--- src/rtl/ysyx_23060020_mem_arbiter.sv ---
// ysyx_23060020_mem_arbiter
// Shares the single memory port between the IFU (read-only) and the LSU
// (read/write). One transaction is outstanding at a time. A programmable
// idle latency runs between acceptance and the one-cycle memory strobe.
// The read data is held in a per-requester register until the response
// is accepted.
//
// Optional build macro: ARB_RR_EN
//   defined   : round-robin arbitration with a last-grant register
//               (the LSU wins the first tie after reset; LSU_PRIO unused)
//   undefined : fixed priority selected by LSU_PRIO
//
// Parameters:
//   LATENCY  : idle cycles between acceptance and mem_valid (0..15)
//   LSU_PRIO : fixed-priority tie winner, 1 = LSU, 0 = IFU
//
// Ports:
//   clk, rst_n                         clock, async active-low reset
//   ifu_req_* / ifu_addr               IFU read request channel
//   ifu_rsp_* / ifu_rdata              IFU read response channel
//   lsu_req_* / lsu_addr/wen/wdata/wmask  LSU request channel
//   lsu_rsp_* / lsu_rdata              LSU response (read data / write ack)
//   mem_valid/wen/wmask/add/wdata      memory port, nonzero only in ACCESS
//   mem_rdata                          memory read data (combinational)
//
// state  | meaning
// IDLE   | no transaction; grant is combinational from the request valids
// DELAY  | latency countdown, leaves when the counter reaches 0
// ACCESS | one-cycle mem_valid strobe; read data captured for the owner
// RESP   | owner's rsp_valid high until rsp_ready
module ysyx_23060020_mem_arbiter #(
   parameter int unsigned LATENCY  = 1,
   parameter bit          LSU_PRIO = 1'b1
) (
   input  logic        clk,
   input  logic        rst_n,
   input  logic        ifu_req_valid,
   output logic        ifu_req_ready,
   input  logic [31:0] ifu_addr,
   output logic        ifu_rsp_valid,
   input  logic        ifu_rsp_ready,
   output logic [31:0] ifu_rdata,
   input  logic        lsu_req_valid,
   output logic        lsu_req_ready,
   input  logic [31:0] lsu_addr,
   input  logic        lsu_wen,
   input  logic [31:0] lsu_wdata,
   input  logic [3:0]  lsu_wmask,
   output logic        lsu_rsp_valid,
   input  logic        lsu_rsp_ready,
   output logic [31:0] lsu_rdata,
   output logic        mem_valid,
   output logic        mem_wen,
   output logic [3:0]  mem_wmask,
   output logic [31:0] mem_add,
   output logic [31:0] mem_wdata,
   input  logic [31:0] mem_rdata
);

   typedef enum logic [1:0] {IDLE, DELAY, ACCESS, RESP} state_t;

   localparam logic [3:0] CNT_INIT = (LATENCY == 0) ? 4'd0 : 4'(LATENCY - 1);

   state_t      state_q, state_d;
   logic [3:0]  cnt_q, cnt_d;
   logic        owner_lsu_q;
   logic [31:0] addr_q, wdata_q;
   logic        wen_q;
   logic [3:0]  wmask_q;
   logic [31:0] ifu_rdata_q, lsu_rdata_q;
   logic        grant_lsu;
   logic        in_idle;
   logic        accept;

`ifdef ARB_RR_EN
   // Holds 1 when the LSU was granted last; reset to IFU so the LSU wins the first tie.
   logic last_lsu_q;
   assign grant_lsu = lsu_req_valid & (~ifu_req_valid | ~last_lsu_q);
`else
   assign grant_lsu = lsu_req_valid & (~ifu_req_valid | LSU_PRIO);
`endif

   // Readies are gated by rst_n so that nothing is offered while reset is held.
   assign in_idle       = (state_q == IDLE) & rst_n;
   assign lsu_req_ready = in_idle & grant_lsu;
   assign ifu_req_ready = in_idle & ifu_req_valid & ~grant_lsu;
   assign accept        = lsu_req_ready | ifu_req_ready;

   always_comb begin
      state_d = state_q;
      cnt_d   = cnt_q;
      case (state_q)
         IDLE: begin
            if (accept) begin
               state_d = (LATENCY == 0) ? ACCESS : DELAY;
               cnt_d   = CNT_INIT;
            end
         end
         DELAY: begin
            if (cnt_q == 4'd0) state_d = ACCESS;
            else               cnt_d   = cnt_q - 4'd1;
         end
         ACCESS: state_d = RESP;
         RESP: begin
            if (owner_lsu_q ? lsu_rsp_ready : ifu_rsp_ready) state_d = IDLE;
         end
         default: state_d = IDLE;
      endcase
   end

   always_ff @(posedge clk or negedge rst_n) begin
      if (!rst_n) begin
         state_q     <= IDLE;
         cnt_q       <= 4'd0;
         owner_lsu_q <= 1'b0;
         addr_q      <= 32'd0;
         wdata_q     <= 32'd0;
         wen_q       <= 1'b0;
         wmask_q     <= 4'd0;
         ifu_rdata_q <= 32'd0;
         lsu_rdata_q <= 32'd0;
`ifdef ARB_RR_EN
         last_lsu_q  <= 1'b0;
`endif
      end else begin
         state_q <= state_d;
         cnt_q   <= cnt_d;
         if (accept) begin
            owner_lsu_q <= lsu_req_ready;
            addr_q      <= lsu_req_ready ? lsu_addr : ifu_addr;
            wen_q       <= lsu_req_ready & lsu_wen;
            wmask_q     <= lsu_req_ready ? lsu_wmask : 4'd0;
            wdata_q     <= lsu_req_ready ? lsu_wdata : 32'd0;
`ifdef ARB_RR_EN
            last_lsu_q  <= lsu_req_ready;
`endif
         end
         if (state_q == ACCESS) begin
            if (owner_lsu_q) lsu_rdata_q <= wen_q ? 32'd0 : mem_rdata;
            else             ifu_rdata_q <= mem_rdata;
         end
      end
   end

   assign mem_valid = (state_q == ACCESS);
   assign mem_wen   = mem_valid & wen_q;
   assign mem_wmask = {4{mem_valid}} & wmask_q;
   assign mem_add   = {32{mem_valid}} & addr_q;
   assign mem_wdata = {32{mem_valid}} & wdata_q;

   assign ifu_rsp_valid = (state_q == RESP) & ~owner_lsu_q;
   assign lsu_rsp_valid = (state_q == RESP) &  owner_lsu_q;
   assign ifu_rdata     = ifu_rdata_q;
   assign lsu_rdata     = lsu_rdata_q;

endmodule

--- config.mk ---
export PLATFORM = sky130hd
export DESIGN_NAME = ysyx_23060020_mem_arbiter
export DESIGN_NICKNAME = d
export VERILOG_FILES = /design/src/rtl/ysyx_23060020_mem_arbiter.sv
export SDC_FILE = /design/constraint.sdc
export NUM_CORES = 1
export LEC_CHECK = 0
export ABC_AREA = 1
export BUFFER_PORTS_ARGS = -buffer_cell sky130_fd_sc_hd__clkbuf_2
export CAP_MARGIN = 20
export CORE_MARGIN = 2
export CORE_UTILIZATION = 50
export CTS_BUF_LIST = sky130_fd_sc_hd__clkbuf_4 sky130_fd_sc_hd__clkbuf_8 sky130_fd_sc_hd__clkbuf_16
export DETAILED_ROUTE_END_ITERATION = 8
export PLACE_DENSITY = 0.84
export SLEW_MARGIN = 20
export SYNTH_ARGS = -nofsm -noshare
export SYNTH_HDL_FRONTEND = slang
export SYNTH_SLANG_ARGS = --single-unit
--- constraint.sdc ---
create_clock -name clk -period 4.9 [get_ports clk]
set_input_delay 0 -clock clk [delete_from_list [all_inputs] [get_ports clk]]
set_output_delay 0 -clock clk [all_outputs]
set_load 0.05 [all_outputs]
== Yosys cells after proc, flatten, opt, wreduce, memory -nomap -nowiden ==
Index checks and enable logic that the tools add are counted.

* Add/subtract/negate cells: 1
* Equal/unequal tests: 7
* Muxes and demuxes: 12
* Bitwise gates (word level): 14
* Reduce and logical (&&, ||, !) cells: 7

{| class="wikitable"
|+ Operator list
! operator !! number
|-
| $mux W32 || 3
|-
| $and A32 B32 Y32 || 2
|-
| $mux W4 || 3
|-
| $and A1 B1 Y1 || 8
|-
| $ne A2 B2 Y1 const B || 4
|-
| $pmux W2 S4 || 1
|-
| $pmux W4 S2 || 1
|-
| $mux W2 || 3
|-
| $reduce_and A3 Y1 || 2
|-
| $and A4 B4 Y4 || 1
|-
| $eq A2 B2 Y1 const B || 2
|-
| $logic_not A4 Y1 || 1
|-
| $reduce_and A2 Y1 || 2
|-
| $sub A4 B1 Y4 const B || 1
|-
| $eq A2 B1 Y1 const B || 1
|-
| $logic_not A2 Y1 || 1
|-
| $not A1 Y1 || 2
|-
| $reduce_bool A2 Y1 || 1
|-
| $mux W1 || 1
|-
| $or A1 B1 Y1 || 1
|}

* Flip-flop bits (word level): 140
* Input bits: 139
* Logic and storage cells: 50

== Logic depth before layout (Yosys ltp) ==
* Word-level depth: 7
* Mapped depth: 9
* Depth with buffers taken out: 9

== Least setup slack after synthesis ==
OpenSTA, ideal clock, no wires.

* Path kind: reg-to-output
* From: register state_q[0]
* To: output ifu_req_ready
* Arrival time: 2.091 ns
* Required time: 4.900 ns
* Path slack: 2.809 ns
* Cell stages (with the launch flop): 6
* Buffers on the path: 1
* Cells stage by stage: dfrtp_1 inv_1 ha_1 nand2_2 buf_1 nor3_1

* Longest elaborated chain between the ends: 4

{| class="wikitable"
|+ RTL lines
! item !! line !! source
|-
| from (decl) || 64 || <nowiki>state_t state_q, state_d;</nowiki>
|-
| from (signal assigned) || 126 || <nowiki>state_q <= state_d;</nowiki>
|-
| $logic_not A2 Y1 || 84 || <nowiki>assign in_idle = (state_q == IDLE) & rst_n;</nowiki>
|-
| $and A1 B1 Y1 || 84 ||
|-
| $and A1 B1 Y1 (2 in series) || 86 || <nowiki>assign ifu_req_ready = in_idle & ifu_req_valid & ~grant_lsu;</nowiki>
|-
| to (decl) || 38 || <nowiki>output logic ifu_req_ready,</nowiki>
|}

No other way between the ends.

== Worst setup path after layout ==
* From: input rst_n
* To: register addr_q[23]

* Longest elaborated chain between the ends: 4
* Elaborated cells on any way between the ends: 6
* Classes of those cells: mux: 1; bitwise: 5

{| class="wikitable"
|+ RTL lines
! item !! line !! source
|-
| from (decl) || 36 || <nowiki>input logic rst_n,</nowiki>
|-
| $and A1 B1 Y1 (*) || 84 ||
|-
| $and A1 B1 Y1 (2 in series) || 86 ||
|-
| $or A1 B1 Y1 || 87 || <nowiki>assign accept = lsu_req_ready | ifu_req_ready;</nowiki>
|-
| to (signal assigned) || 130 || <nowiki>addr_q <= lsu_req_ready ? lsu_addr : ifu_addr;</nowiki>
|-
| to (decl) || 67 || <nowiki>logic [31:0] addr_q, wdata_q;</nowiki>
|}

Every way passes the cells marked *; elsewhere a longest branch is shown, timed or not.
A chain may end at the register's enable or synchronous reset.

==> flow_summary.json <==
{
  "cts_tree": "built",
  "drt-total-wl_um": 22700,
  "startpoint_type": "input pin",
  "hp-class": "input pin to register",
  "routedWlPerCell_um": 17.9,
  "fin_cells": 1267,
  "die_area_mm2": 0.0135,
  "design.core.area_mm2": 0.0122,
  "drc": 0,
  "finalMaxSlewViolations": 0,
  "path_clk_slew_ns": 0.06,
  "grt_max_degree": 74,
  "synth_cell_type_count": 23,
  "antenna_found_initial": 0,
  "grt_pass1_vias": 6958,
  "finalCritPeriodShare_pct": 74.3,
  "max_freq_mhz": 275,
  "required_ns": 5.25,
  "clock_latency_ns": 0.42,
  "syn2layout_area_growth_pct": 54.4,
  "clockRootBuffer": "clkbuf_16",
  "die_w_um": 116,
  "fin_nets": 1233,
  "hold_violations": 0,
  "antenna_cells": 0,
  "antenna_left": 0,
  "drt-vias-per-instance": 5.38,
  "io_pins": 277,
  "firstDrtPassIters": 6,
  "globalRouteOverflowTotal": 0,
  "synth_seq_cells": 140,
  "initial_utilization_pct": 51.7,
  "period_needed_ns": 3.64,
  "worst-path-max-fanout": 69,
  "ir_worst_vdd_uv": 388,
  "criticalPathCategory": "input pin to register",
  "cp_data_arrival_time_ns": 3.99,
  "clkSinkCount": 140,
  "run_status": "completed",
  "ys_seq_area_share_pct": 55.7,
  "syn_nets": 839,
  "power_leakage_uw": 0.00551,
  "drtIter0Drc": 540,
  "worst_pin_slew_ns": 1.02,
  "setup_viol": 0,
  "yosys_warnings": 0,
  "grt_pass1_wl_um": 34700,
  "rsz0062_at_grt": "no",
  "dp_hpwl_um": 11800,
  "cap_violations": 0,
  "cts_made_buffers": 17,
  "synthesis.area_mm2": 0.00629,
  "syn_avg_cell_area_um2": 9.07,
  "ctsResizeCount": 0,
  "nFillCells": 675,
  "utilization_pct": 79.8,
  "tns_ns": 0,
  "h-tree-depth": 4,
  "fp-row-count": 40,
  "fin_worst_skew_ns": 0.0129,
  "clock_path_buffers": 2,
  "vias": 6816,
  "place_congestion": 0.843,
  "reg2reg_slack_ns": 1.33,
  "drive_gt1_share_pct": 32.3,
  "syn_inst": 693,
  "max-slew-margin-rel_pct": 32.0,
  "p_per_area_mw_per_mm2": 722,
  "cp-end-kind": "register",
  "grt_usage_pct": 33.8,
  "placement.io_buffers": 276,
  "dp.cells": 1101,
  "dieHeight_um": 116
}
final cells by class:
cell class	instances	area, um2	area share, %
inverters	86	323	3.33
well taps	168	210	2.17
flip-flops and latches	140	3500	36.1
repair buffers	418	2790	28.8
clock buffers	22	482	4.96
clock inverters	9	113	1.16
multi-input cells	424	2280	23.5
cell usage in the layout (no fill, tap or decap), types with 3 or more instances in the layout:
cell type      count
a22o_1            36
buf_4              7
clkbuf_16         17
clkbuf_2         275
clkbuf_8           3
clkinvlp_4         4
dfrtp_1          140
dlygate4sd3_1    134
ha_1               6
inv_1             84
mux2_2            32
nand2_1          194
nand3_1            8
nor2_1            10
nor3_1            33
o21ai_0           55
o21ai_1           42
path summary, 6_finish.rpt:
kind                                            from                        end  cells past startpoint
setup reg to reg              state_q[0]$_DFFE_PN0P_     addr_q[23]$_DFFE_PN0P_                      8
max in group asynchronous                      rst_n  ifu_rdata[23]$_DFFE_PN0P_                      3
setup / recovery                               rst_n     addr_q[23]$_DFFE_PN0P_                      8
hold reg to reg            lsu_rdata[11]$_DFFE_PN0P_  lsu_rdata[11]$_DFFE_PN0P_                      2
hold / removal                         ifu_rsp_ready     state_q[1]$_DFFE_PN0P_                      6
min in group asynchronous                      rst_n     addr_q[19]$_DFFE_PN0P_                      2
power by group:
part	internal, uW	total, uW	switching (uW)
clock network	800	1290	492
registers	1690	2040	354
logic	1080	3680	2600
total	3570	7010	3450
registers in the layout (all words and copies together) (netlist names):
register	count
addr_q	32
cnt_q	4
ifu_rdata	32
lsu_rdata	32
owner_lsu_q	1
state_q	2
wdata_q	32
wen_q	1
wmask_q	4
kinds of logic after synthesis:
kind of cell / Yosys count / synth area share (%)
muxes: 32 / 5.73
adders and majority gates: 7 / 1.39
DFF: 140 / 55.7
buffers and inverters: 129 / 8.10
and+or+nand+nor: 248 / 15.8
AOI/OAI and AO/OA: 136 / 13.1
xor gates and xnor gates: 1 / 0.139
routing by layer:
metal	wire, um	vias up	track usage (%)
li1	-	3023	-
met1	8290	3167	38.6
met2	11000	518	55.5
met3	2110	108	9.81
met4	1340	0	22.8
met5	0	-	0
metrics by stage:
step | power, uW | instance area, um2 | hold WS (ns) | setup WS [ns]
after detailed placement | 5270 | 7760 | 0.0442 | 2.04
after global routing | 7330 | 9710 | 0.0961 | 0.981
after floorplan | 4470 | 6290 | -0.296 | 2.81
after CTS | 6840 | 9700 | 0.0559 | 1.39
after global placement | 5200 | 7760 | 0.0371 | 2.04
final | 7010 | 9710 | 0.0711 | 1.26
worst max-delay path: stages:
cell and delay, ns:
dlygate4sd3_1 0.54, buf_6 0.50, nand2_2 0.60, nor2_4 0.98
buf_4 0.45, o21ai_1 0.14, o21ai_1 0.16, dlygate4sd3_1 0.57
synthesized netlist by cell type:
master,instances,area (um2)
a22o_1,36,315
mux2_2,32,360
buf_4,1,7.51
buf_2,17,85.1
dfrtp_1,140,3500
o21ai_2,1,8.76
inv_2,2,7.51
xnor2_1,1,8.76
ha_1,7,87.6
or2_2,1,6.26
a21oi_1,1,5.00
nor2_4,1,11.3
nand3_1,8,40.0
o21ai_1,42,210
buf_1,3,11.3
nor2_1,10,37.5
a21oi_2,1,8.76
nor3_1,33,165
inv_1,84,315
clkbuf_1,22,82.6
nand2_2,1,6.26
o21ai_0,55,275
nand2_1,194,728
what timing repair did:
item / in CTS / in global routing
setup buffers: 0 / 0
hold buffers: 134 / 0
endpoints found under the hold margin: 200 / 0
(Power assumes the default switching activity.)
